## src/rtl/m_dram_arbiter_pkg.sv

```systemverilog
// rtl/m_dram_arbiter_pkg.sv - requester indices, FSM encodings and shared types for the DRAM arbiter
package m_dram_arbiter_pkg;

  localparam int ARB_PTW   = 0;
  localparam int ARB_DATA  = 1;
  localparam int ARB_FETCH = 2;

  localparam logic [1:0] ARB_IDLE  = 2'd0;
  localparam logic [1:0] ARB_ISSUE = 2'd1;
  localparam logic [1:0] ARB_WAIT  = 2'd2;
  localparam logic [1:0] ARB_DONE  = 2'd3;

  typedef logic [2:0] arb_vec_t;

  localparam logic [3:0] FULL_MASK = 4'hF;

endpackage

```

## src/rtl/m_rr_pick2.sv

```systemverilog
// rtl/m_rr_pick2.sv - two-way round-robin pick with a registered pointer
// pick is combinational; the pointer only moves when adv is high.
module m_rr_pick2 (
  input  logic       clk,
  input  logic       rst,
  input  logic [1:0] req,
  input  logic       adv,
  output logic [1:0] pick
);

  logic ptr_q, ptr_d;

  always_comb begin
    pick  = req;
    ptr_d = ptr_q;
    if (req == 2'b11) begin
      pick = ptr_q ? 2'b10 : 2'b01;
    end
    // after serving one side, the other side is favoured next time
    if (adv && (|pick)) begin
      ptr_d = pick[0];
    end
  end

  always_ff @(posedge clk or posedge rst) begin
    if (rst) begin
      ptr_q <= 1'b0;
    end else begin
      ptr_q <= ptr_d;
    end
  end

endmodule

```

## src/rtl/m_dram_arbiter.sv

```systemverilog
// rtl/m_dram_arbiter.sv - single-port DRAM arbiter for PTW, CPU data and CPU fetch
// PTW has fixed priority; data and fetch alternate through m_rr_pick2.
module m_dram_arbiter
  import m_dram_arbiter_pkg::*;
#(
  parameter int ADDR_W  = 32,
  parameter int DATA_W  = 32,
  parameter int TIMEOUT = 1023
) (
  input  logic              CLK,
  input  logic              RST,
  input  logic [2:0]        w_req,
  input  logic [ADDR_W-1:0] w_addr0,
  input  logic [ADDR_W-1:0] w_addr1,
  input  logic [ADDR_W-1:0] w_addr2,
  input  logic [2:0]        w_we,
  input  logic [DATA_W-1:0] w_wdata0,
  input  logic [DATA_W-1:0] w_wdata1,
  input  logic [3:0]        w_wmask1,
  output logic [2:0]        w_gnt,
  output logic [2:0]        w_done,
  output logic              w_err,
  output logic [DATA_W-1:0] w_rdata,
  output logic              w_dram_le,
  output logic [ADDR_W-1:0] w_dram_addr,
  output logic              w_dram_we,
  output logic [DATA_W-1:0] w_dram_wdata,
  output logic [3:0]        w_dram_mask,
  input  logic              w_dram_busy,
  input  logic [DATA_W-1:0] w_dram_odata
);

  localparam int WD_W = (TIMEOUT > 0) ? $clog2(TIMEOUT + 1) : 1;

  logic [1:0]        state_q, state_d;
  arb_vec_t          gnt_q, gnt_d, done_q, done_d;
  logic              err_q, err_d;
  logic [DATA_W-1:0] rdata_q, rdata_d;
  logic              le_q, le_d;
  logic [ADDR_W-1:0] addr_q, addr_d;
  logic              we_q, we_d;
  logic [DATA_W-1:0] wdata_q, wdata_d;
  logic [3:0]        mask_q, mask_d;
  logic [WD_W-1:0]   wdog_q, wdog_d, wdog_next;
  logic              armed_q, armed_d;

  logic       launch, rr_adv, wd_hit;
  logic [1:0] rr_pick;
  arb_vec_t   win;
  logic       unused_fetch_we;

  assign unused_fetch_we = w_we[ARB_FETCH];

  assign launch = (state_q == ARB_IDLE) && !w_dram_busy && (|w_req);
  assign rr_adv = launch && !w_req[ARB_PTW];

  m_rr_pick2 u_rr (
    .clk  (CLK),
    .rst  (RST),
    .req  (w_req[ARB_FETCH:ARB_DATA]),
    .adv  (rr_adv),
    .pick (rr_pick)
  );

  assign win       = w_req[ARB_PTW] ? 3'b001 : {rr_pick, 1'b0};
  assign wdog_next = wdog_q + WD_W'(1);
  assign wd_hit    = (TIMEOUT > 0) && (wdog_next == WD_W'(TIMEOUT));

  always_comb begin
    state_d = state_q;
    gnt_d   = gnt_q;
    done_d  = '0;
    err_d   = 1'b0;
    rdata_d = rdata_q;
    le_d    = 1'b0;
    addr_d  = addr_q;
    we_d    = we_q;
    wdata_d = wdata_q;
    mask_d  = mask_q;
    wdog_d  = wdog_q;
    armed_d = armed_q;
    case (state_q)
      ARB_IDLE: begin
        if (launch) begin
          state_d = ARB_ISSUE;
          gnt_d   = win;
          le_d    = 1'b1;
          if (win[ARB_PTW]) begin
            addr_d  = w_addr0;
            we_d    = w_we[ARB_PTW];
            wdata_d = w_wdata0;
            mask_d  = FULL_MASK;
          end else if (win[ARB_DATA]) begin
            addr_d  = w_addr1;
            we_d    = w_we[ARB_DATA];
            wdata_d = w_wdata1;
            mask_d  = w_wmask1;
          end else begin
            addr_d  = w_addr2;
            we_d    = 1'b0;
            wdata_d = '0;
            mask_d  = FULL_MASK;
          end
        end
      end
      ARB_ISSUE: begin
        state_d = ARB_WAIT;
        wdog_d  = '0;
        armed_d = 1'b0;
      end
      ARB_WAIT: begin
        wdog_d  = wdog_next;
        armed_d = 1'b1;
        // armed covers both a seen busy pulse and a zero-wait controller
        if (!w_dram_busy && armed_q) begin
          state_d = ARB_DONE;
          done_d  = gnt_q;
          rdata_d = we_q ? '0 : w_dram_odata;
        end else if (wd_hit) begin
          state_d = ARB_DONE;
          done_d  = gnt_q;
          err_d   = 1'b1;
          rdata_d = '0;
        end
      end
      default: begin
        state_d = ARB_IDLE;
        gnt_d   = '0;
        wdog_d  = '0;
        armed_d = 1'b0;
      end
    endcase
  end

  always_ff @(posedge CLK or posedge RST) begin
    if (RST) begin
      state_q <= ARB_IDLE;
      gnt_q   <= '0;
      done_q  <= '0;
      err_q   <= 1'b0;
      rdata_q <= '0;
      le_q    <= 1'b0;
      addr_q  <= '0;
      we_q    <= 1'b0;
      wdata_q <= '0;
      mask_q  <= '0;
      wdog_q  <= '0;
      armed_q <= 1'b0;
    end else begin
      state_q <= state_d;
      gnt_q   <= gnt_d;
      done_q  <= done_d;
      err_q   <= err_d;
      rdata_q <= rdata_d;
      le_q    <= le_d;
      addr_q  <= addr_d;
      we_q    <= we_d;
      wdata_q <= wdata_d;
      mask_q  <= mask_d;
      wdog_q  <= wdog_d;
      armed_q <= armed_d;
    end
  end

  assign w_gnt        = gnt_q;
  assign w_done       = done_q;
  assign w_err        = err_q;
  assign w_rdata      = rdata_q;
  assign w_dram_le    = le_q;
  assign w_dram_addr  = addr_q;
  assign w_dram_we    = we_q;
  assign w_dram_wdata = wdata_q;
  assign w_dram_mask  = mask_q;

endmodule

```

## config.mk

```make
export PLATFORM = sky130hd
export DESIGN_NAME = m_dram_arbiter
export DESIGN_NICKNAME = d
export VERILOG_FILES = /design/src/rtl/m_dram_arbiter_pkg.sv /design/src/rtl/m_rr_pick2.sv /design/src/rtl/m_dram_arbiter.sv
export SDC_FILE = /design/constraint.sdc
export NUM_CORES = 1
export LEC_CHECK = 0
export ABC_AREA = 1
export CAP_MARGIN = 10
export CORE_AREA = 2 2 120 133
export DETAILED_ROUTE_END_ITERATION = 8
export DIE_AREA = 0 0 122 135
export PLACE_DENSITY = 0.79
export SYNTH_ARGS = -nofsm -noshare
export SYNTH_HDL_FRONTEND = slang
export SYNTH_SLANG_ARGS = --single-unit
```

## constraint.sdc

```tcl
create_clock -name CLK -period 6.8 [get_ports CLK]
set_clock_uncertainty 0.15 [all_clocks]
set_input_delay 2.04 -clock CLK [delete_from_list [all_inputs] [get_ports CLK]]
set_output_delay 2.04 -clock CLK [all_outputs]
set_load 0.02 [all_outputs]
```

==> results of run 1 <==
kinds of logic (layout without fill, tap and decap cells):
| family | count (synthesis) | in the layout | share of synthesized area |
|---|---|---|---|
| AOI/OAI and AO/OA | 184 | 184 | 0.1888 |
| xor gates and xnor gates | 1 | 1 | 0.001511 |
| adders and majority gates | 4 | 4 | 0.008630 |
| buffers and inverters | 78 | 383 | 0.05868 |
| DFF | 123 | 123 | 0.5307 |
| and+or+nand+nor | 304 | 304 | 0.2117 |
synthesized netlist by cell type, types with 4 or more instances:
| cell type | n |
|---|---|
| o21ai_2 | 5 |
| o21ai_0 | 44 |
| a21oi_1 | 63 |
| ha_1 | 4 |
| nor2_1 | 83 |
| o21ai_1 | 28 |
| o22ai_1 | 4 |
| clkbuf_1 | 28 |
| buf_2 | 11 |
| nand2_2 | 7 |
| buf_1 | 6 |
| o22a_1 | 4 |
| a221oi_1 | 33 |
| dfrtp_1 | 123 |
| nand3_1 | 37 |
| nand2_1 | 171 |
| inv_1 | 27 |
cell usage in the layout, fill, tap and decap left out:
| cell type | count |
|---|---|
| a21oi_2 | 1 |
| a221oi_1 | 33 |
| inv_4 | 1 |
| clkinvlp_4 | 2 |
| xor2_1 | 1 |
| nor2_4 | 2 |
| a22o_1 | 1 |
| clkbuf_8 | 2 |
| nor3_1 | 1 |
| nand3_2 | 1 |
| a21oi_1 | 63 |
| o21ai_1 | 28 |
| nand2_2 | 7 |
| bufinv_16 | 4 |
| clkdlybuf4s50_1 | 311 |
| nor2_2 | 3 |
| nand3_1 | 37 |
| inv_2 | 2 |
| clkbuf_1 | 2 |
| inv_1 | 26 |
| or2_2 | 1 |
| o21ai_2 | 5 |
| buf_4 | 11 |
| o2111ai_1 | 1 |
| nor2_1 | 81 |
| clkbuf_16 | 17 |
| dfrtp_1 | 123 |
| clkinv_2 | 3 |
| nand2_1 | 171 |
| o21ai_0 | 44 |
| o22ai_1 | 4 |
| clkinv_4 | 2 |
| o22a_1 | 4 |
| ha_1 | 4 |
final timing paths:
check                           slack, ns  cells past startpoint         endpoint
min in group asynchronous            1.83                      2      w_rdata[13]
max in group asynchronous            3.67                      3   w_dram_mask[2]
worst min register to register       0.33                      2      w_rdata[27]
worst max-delay path                 2.14                      9  w_dram_addr[30]
worst min-delay path                 0.33                      2      w_rdata[27]
worst max register to register       3.85                      8  w_dram_addr[30]
worst reg2reg max path, delay by kind of cell, from the launching register on:
family	cells	cell delay [ns]
AOI/OAI and AO/OA	3	0.43
DFF	1	0.39
and+or+nand+nor	4	1.50
buffers and inverters	1	0.40
per-stage QoR:
stage	worst slack [ns]	hold WS, ns	utilization	instance area, um2	instances
2_1_floorplan	1.339	0.2919	-	5799	694
3_3_place_gp	1.712	0.3092	0.6016	9021	1163
3_5_place_dp	1.655	0.3164	0.6016	9021	1163
4_1_cts	2.122	0.3307	0.6435	9649	1195
5_1_grt	1.849	0.3478	0.6435	9649	1195
6_report	2.144	0.3275	0.6435	9649	1195
routing by layer:
metal / track usage / part of all wire / up-vias
li1: - / - / 2919
met1: 0.2661 / 0.38 / 2713
met5: 0 / 0 / -
met3: 0.07601 / 0.082 / 40
met2: 0.4013 / 0.50 / 241
met4: 0.09770 / 0.029 / 0
flip-flops by register name, indices dropped and copies added, names as in the netlist:
register / cells
state_q: 2
armed_q: 1
w_dram_le: 1
w_err: 1
w_rdata: 32
w_dram_we: 1
wdog_q: 10
w_dram_mask: 4
w_gnt: 3
w_dram_addr: 32
w_dram_wdata: 32
w_done: 3
u_rr.ptr_q: 1
where the power goes:
part	internal [mW]	switching (mW)	total (mW)
Combinational	0.671	0.802	1.47
Sequential	0.977	0.134	1.11
Clock	0.631	0.323	0.954
Total	2.28	1.26	3.54
final cells by class:
| cell class | count | area share |
|---|---|---|
| clock buffer | 21 | 0.04772 |
| clock inverter | 11 | 0.01738 |
| inverter | 29 | 0.01154 |
| multi-input combinational | 493 | 0.2478 |
| sequential | 123 | 0.3190 |
| tap | 196 | 0.02541 |
| timing repair buffer | 322 | 0.3312 |
==> reports/qor.csv, run 1 <==
metric;value;unit
gr-total-overflow;0;
wl_per_cell;15.90;um
synth-main-ff-cell;dfrtp_1;
grt_max_degree;99;
num_rows;47;
startpoint_type;input pin;
synth_nets;903;
drt_iter0_markers;243;
ctsHoldBuffers;0;
seqCellArea;3078;um2
cap_viol_max_count;0;
synth_edf_count;0;
pin_count;314;
die_h;135;um
hp-start;w_rdata[27];
vias_per_cell;4.948;
diodes;0;
crit_path_end_kind;flip-flop;
fin_crit_sh;0.6847;
initial_core_util;0.3867;
crit_buf_inv;2;
grt_use_total;0.2335;
power_density;366.7;nW/um2
clkTransAtPathRegs;0.06;ns
yosys.cell_types.count;29;
peakVddDrop;0.0001764;V
drv_slew;0;
antenna_found_initial;1;
rsz0062_at_grt;no;
synthTopCellsByArea;dfrtp_1 53%, nand2_1 11%, a21oi_1 5.4%;
hold_violations;0;
cp-startpoint;w_req[2];
cts_resized;0;
final_nets;1195;
drt_pass1_iterations;4;
cpPeakStageDelay;0.67;ns
status;finished, final reports clean;
tightest_slew;1.027;ns
cp.arrival;4.83;ns
cts_tree;done;
path_max_fanout;25;
gp_congestion;0.8451;
clock-sinks;123;
antenna_left;0;
ys_warn_count;0;
insertion_delay;0.41;ns
grt_pass1_vias;5915;
crit_type;input pin to flip-flop;
cts_made_buffers;17;
fin_total_pwr;3.538;mW
setup_violations;0;
clk_path_buf_depth;2;
grt_pass1_wl;29770;um
tns;0;ns
die_width;122;um
ys_seq_area_frac;0.5307;
route.vias.total;5913;
postCtsSetupBuffers;0;
port_buffers;312;
h-tree-depth;4;
power.leakage;3.993;nW
drive_gt1_frac;0.06406;
worstPathCellList;clkdlybuf4s50_1, nand2_1, nand2_1, nor2_4, buf_4, nand2_1, a21oi_1, a21oi_1, o21ai_0;
synthesis.area;5799;um2
fmax;214.8;MHz
multi_input_area;2391;um2
crit_path_frequent_cell;nand2_1;
nFillCells;1241;
core;15000;um2
dp_hpwl;13720;um
min_period;4.656;ns
ys_ff_latch;123;
min_path_type;flip-flop to flip-flop;
root_buffer;clkbuf_16;
syn-mean-instance-area;8.356;um2
drt-total-wl;19000;um
syn_to_final_growth;66.39;%
yosysTopAreaCell;dfrtp_1;
worstPathRequired;6.97;ns
postSynthCellCount;694;
async_reset_ff_frac;1.000;
cpMaxStageDelayCell;nand2_1;
drc_errors;0;
r2r-start;u_rr.ptr_q;
synth_top_area_frac;0.5307;
cp_top_family;simple AND/OR/NAND/NOR gates;
dieArea;16470;um2
max_slew_margin;0.3143;
(Power assumes the default switching activity.)
==> inputs of run 2 (changes only) <==
Clock period 6.8 ns to 4.9 ns, I/O delays scaled along.
==> run 2 against run 1 <==
Net effect: non-clock buffer count is 2 higher; sequential power up 39%; setup slack got worse by 0.75 ns; combinational power grew 39%; die area unchanged; largest cell class unchanged; global-route usage is 0.41 points lower; sequential cell count unchanged.
==> reports/qor.csv, run 2 (same netlist as run 1, synthesis figures left out) <==
metric;value;unit
place_area;9049;um2
min_period;3.511;ns
min_path_type;flip-flop to flip-flop;
vias_per_cell;4.960;
antenna_found_initial;0;
final_area;9604;um2
pin_count;314;
core;15000;um2
wl_per_cell;15.73;um
die_h;135;um
grt_pass1_wl;29290;um
gr-total-overflow;0;
dieArea;16470;um2
cp_top_family;buffers and inverters;
cts_resized;0;
ctsHoldBuffers;0;
die_width;122;um
cap_viol_max_count;0;
cpPeakStageDelay;0.46;ns
setup_slack;1.389;ns
hold_path_depth;2;
drc_errors;0;
initial_core_util;0.3867;
path_max_fanout;25;
fmax;284.8;MHz
grt_pass1_vias;5796;
drv_slew;0;
max_slew_margin;0.3640;
fin_crit_sh;0.7165;
drt_iter0_markers;254;
syn_to_final_growth;65.61;%
port_buffers;312;
drive_gt1_frac;0.06693;
crit_buf_inv;3;
nFillCells;1291;
route.vias.total;5937;
peakVddDrop;0.0002836;V
final_common_cell;clkdlybuf4s50_1;
setup_violations;0;
insertion_delay;0.40;ns
worstSetupPathDepth;10;
diodes;0;
reg2reg_depth;14;
clkTransAtPathRegs;0.06;ns
num_rows;47;
root_buffer;clkbuf_16;
h-tree-depth;4;
worstPathCellList;clkdlybuf4s50_1, nand2_1, buf_4, nand2_1, nor2_4, inv_1, nand2_1, a21oi_1, a21oi_1, o21ai_0;
cts_tree;done;
cts_made_buffers;17;
hold_violations;0;
drt-total-wl;18830;um
power.leakage;3.970;nW
post-place-ws;0.9302;ns
rsz0062_at_grt;no;
grt_use_total;0.2294;
status;finished, final reports clean;
gp_congestion;0.8160;
clock-sinks;123;
final_nets;1197;
crit_path_frequent_cell;nand2_1;
crit_path_end_kind;flip-flop;
tightest_slew;0.9540;ns
utilization;0.6405;
worstPathRequired;5.03;ns
dp_hpwl;13680;um
power_density;495.6;nW/um2
clk_path_buf_depth;2;
final_cell_mix;311 x clkdlybuf4s50_1, 171 x nand2_1, 123 x dfrtp_1;
cp.arrival;3.64;ns
postCtsSetupBuffers;0;
drt_pass1_iterations;4;
tns;0;ns
grt_max_degree;104;
cpMaxStageDelayCell;clkdlybuf4s50_1;
startpoint_type;input pin;
antenna_left;0;
crit_type;input pin to flip-flop;
-- run 2: cell count changes in the layout (fill, tap and decap cells not counted), sizes merged --
| cell | change |
|---|---|
| clkinv | +2 |
| bufinv | -3 |
| clkinvlp | +2 |
| clkbuf | -1 |
| buf | +2 |
-- run 2: power breakdown --
part,leakage (nW),total [mW],switching [mW],internal [mW]
combinational,2.14,2.05,1.11,0.939
sequential,1.56,1.54,0.184,1.36
clock,0.267,1.17,0.452,0.718
total,3.97,4.76,1.75,3.01
-- run 2: metrics by stage --
stage,hold WS (ns),instances,power [mW]
2_1_floorplan,0.2919,694,2.584
3_3_place_gp,0.3122,1165,3.580
3_5_place_dp,0.3172,1165,3.616
4_1_cts,0.3315,1197,4.815
5_1_grt,0.3532,1197,5.049
6_report,0.3283,1197,4.760
-- run 2: worst paths after layout --
path / from / endpoint / slack [ns]
max reg2reg: wdog_q[1] / w_rdata[12] / 2.57
min: w_rdata[30] / w_rdata[30] / 0.33
max: w_req[2] / w_dram_addr[23] / 1.39
max in group asynchronous: RST / w_dram_wdata[18] / 2.52
min reg2reg: w_rdata[30] / w_rdata[30] / 0.33
min in group asynchronous: RST / w_rdata[13] / 1.23
-- run 2: tightest hold or removal path, delay by kind of cell (launching register included) --
kind             cells  cell delay (ns)
AO/OA/AOI/OAI        1             0.05
flip-flops           1             0.34
AND/OR/NAND/NOR      1             0.06
-- run 2: per-layer routing --
| metal | global-route usage | share of wire | up-vias |
|---|---|---|---|
| met5 | 0 | 0 | - |
| met4 | 0.08429 | 0.024 | 0 |
| met3 | 0.07813 | 0.080 | 32 |
| met2 | 0.3889 | 0.50 | 213 |
| met1 | 0.2690 | 0.39 | 2762 |
| li1 | - | - | 2930 |
-- run 2: area by class of cell --
| cell class | instances | area [um2] | share of cell area |
|---|---|---|---|
| flip-flops and latches | 123 | 3078 | 0.3205 |
| well taps | 196 | 245.2 | 0.02553 |
| clock buffers | 20 | 456.7 | 0.04755 |
| clock inverters | 12 | 98.84 | 0.01029 |
| repair buffers | 324 | 3223 | 0.3356 |
| multi-input cells | 493 | 2391 | 0.2490 |
| inverters | 29 | 111.4 | 0.01159 |
==> inputs of run 3 (changes only) <==
Settings changed: CORE_AREA 2 2 120 133 to 2 2 125 139, DIE_AREA 0 0 122 135 to 0 0 127 141, PLACE_DENSITY 0.79 to 0.77.
Clock period 4.9 ns to 3.1 ns, I/O delays scaled along.
==> run 3 against run 2 <==
Net effect: register-to-register slack got worse by 1.8 ns; first-iteration DRC count up 1.6%; die area up 8.7%; combinational power increased by 59%; critical path depth shrank 9; sequential share of layout area decreased by 0.56 points; setup slack got worse by 0.82 ns; largest cell class unchanged; sequential cell count is the same; via count up 1.2%; highest routed layer unchanged.
==> reports/qor.csv, run 3 (same netlist as run 1, synthesis figures left out) <==
metric;value;unit
grtUsageMet2;0.3529;
final_cells;1211;
grt_use_met3;0.06414;
num_rows;50;
drt_pass1_iterations;5;
vias_per_cell;4.960;
cp.arrival;1.45;ns
p_clk_frac;0.279;
antenna_left;0;
fmax;395.6;MHz
peakVddDrop;0.0004727;V
wl_per_cell;15.79;um
final_nets;1199;
tightest_slew;0.6928;ns
drv_slew;0;
postCtsSetupBuffers;0;
cts_tree;done;
ctsHoldBuffers;0;
crit_buf_inv;1;
crit_path_end_kind;output pin;
dp.cells;1179;
seqPwrFrac;0.308;
clk_path_buf_depth;2;
gp_congestion;0.8792;
setup_violations;0;
hold_ws;0.3304;ns
clock-sinks;123;
die_h;141;um
startpoint_type;flip-flop;
cts_made_buffers;17;
port_buffers;312;
p_sw_frac;0.3554;
root_buffer;clkbuf_16;
dieArea;17910;um2
busiest_layer;met2;
fin_crit_sh;0.8155;
worstPathCellList;clkdlybuf4s50_1;
hold_violations;0;
drc_errors;0;
gr-total-overflow;0;
crit_type;flip-flop to output pin;
cp_top_family;buffers and inverters;
cpPeakStageDelay;0.66;ns
dp_hpwl;13640;um
grt_use_total;0.2133;
status;finished, final reports clean;
drt_iter0_markers;258;
power_density;807.7;nW/um2
cts_resized;0;
ff2ff_setup_slack;0.74;ns
route.vias.total;6007;
clkTransAtPathRegs;0.06;ns
power.leakage;4.037;nW
cpMaxStageDelayCell;clkdlybuf4s50_1;
final_cell_mix;311 x clkdlybuf4s50_1, 171 x nand2_1, 123 x dfrtp_1;
antenna_found_initial;1;
grt_pass1_wl;30060;um
die_width;127;um
drt-total-wl;19130;um
switching_power;2.806;mW
cap_viol_max_count;0;
core;16640;um2
path_max_fanout;3;
pin_count;314;
fin_total_pwr;7.895;mW
grt_max_degree;99;
rsz0062_at_grt;no;
max_slew_margin;0.5382;
min_period;2.528;ns
p_comb_frac;0.413;
tns;0;ns
final_common_cell;clkdlybuf4s50_1;
drive_gt1_frac;0.06886;
initial_core_util;0.3485;
p_int;5.089;mW
h-tree-depth;4;
grt_pass1_vias;5805;
insertion_delay;0.41;ns
syn_to_final_growth;68.54;%
min_path_type;flip-flop to flip-flop;
met1_usage;0.2569;
worstPathRequired;2.02;ns
==> run 3: cell count changes in the layout (fill, tap and decap cells not counted), moves of 2 or more <==
cell	change
bufinv_16	+4
buf_12	+3
clkinvlp_4	-2
clkinv_2	-5
inv_6	+2
clkinv_4	+3
==> run 3: final cells by class <==
type	instances	area, um2
fillers	1475	6867
repair buffers	326	3276
flip-flops and latches	123	3078
multi-input cells	493	2391
clock buffers	18	439.2
well taps	208	260.3
clock inverters	13	215.2
inverters	29	112.6
diodes	1	2.502
==> run 3: metal layers <==
layer / vias up / part of all wire
li1: 2932 / -
met1: 2769 / 0.41
met2: 265 / 0.49
met3: 41 / 0.074
met4: 0 / 0.030
met5: - / 0
==> run 3: per-stage QoR <==
step | utilization | cell area, um2 | setup WS, ns
after detailed placement | 0.5479 | 9117 | 0.2560
after CTS | 0.5872 | 9772 | 0.5443
after floorplan | - | 5803 | 0.5087
final | 0.5874 | 9774 | 0.5719
after global routing | 0.5874 | 9774 | 0.4985
after global placement | 0.5479 | 9117 | 0.2824
==> run 3: worst paths after layout <==
check / endpoint / depth (start not counted) / startpoint
min in group asynchronous: w_dram_wdata[26] / 2 / RST
min reg2reg: state_q[0] / 2 / state_q[0]
max: w_dram_we / 1 / w_dram_we
max reg2reg: w_rdata[28] / 14 / wdog_q[1]
max in group asynchronous: w_dram_addr[7] / 3 / RST
min: state_q[0] / 2 / state_q[0]
==> run 3: power by group through the flow <==
stage / Combinational [mW] / Clock, mW / Sequential, mW
detailed placement: 3.28 / 0 / 2.45
floorplan: 1.03 / 0 / 3.05
global route: 3.51 / 2.34 / 2.50
global placement: 3.24 / 0 / 2.43
finish: 3.26 / 2.20 / 2.43
CTS: 3.29 / 2.26 / 2.43
==> run 3: worst register-to-register path, delay by kind of cell (launching register included) <==
| kind | cells | cell delay (ns) |
|---|---|---|
| buf+inv | 2 | 0.66 |
| simple gates | 10 | 0.75 |
| compound gates | 1 | 0.09 |
| fa+ha+maj | 1 | 0.21 |
| flops | 1 | 0.41 |
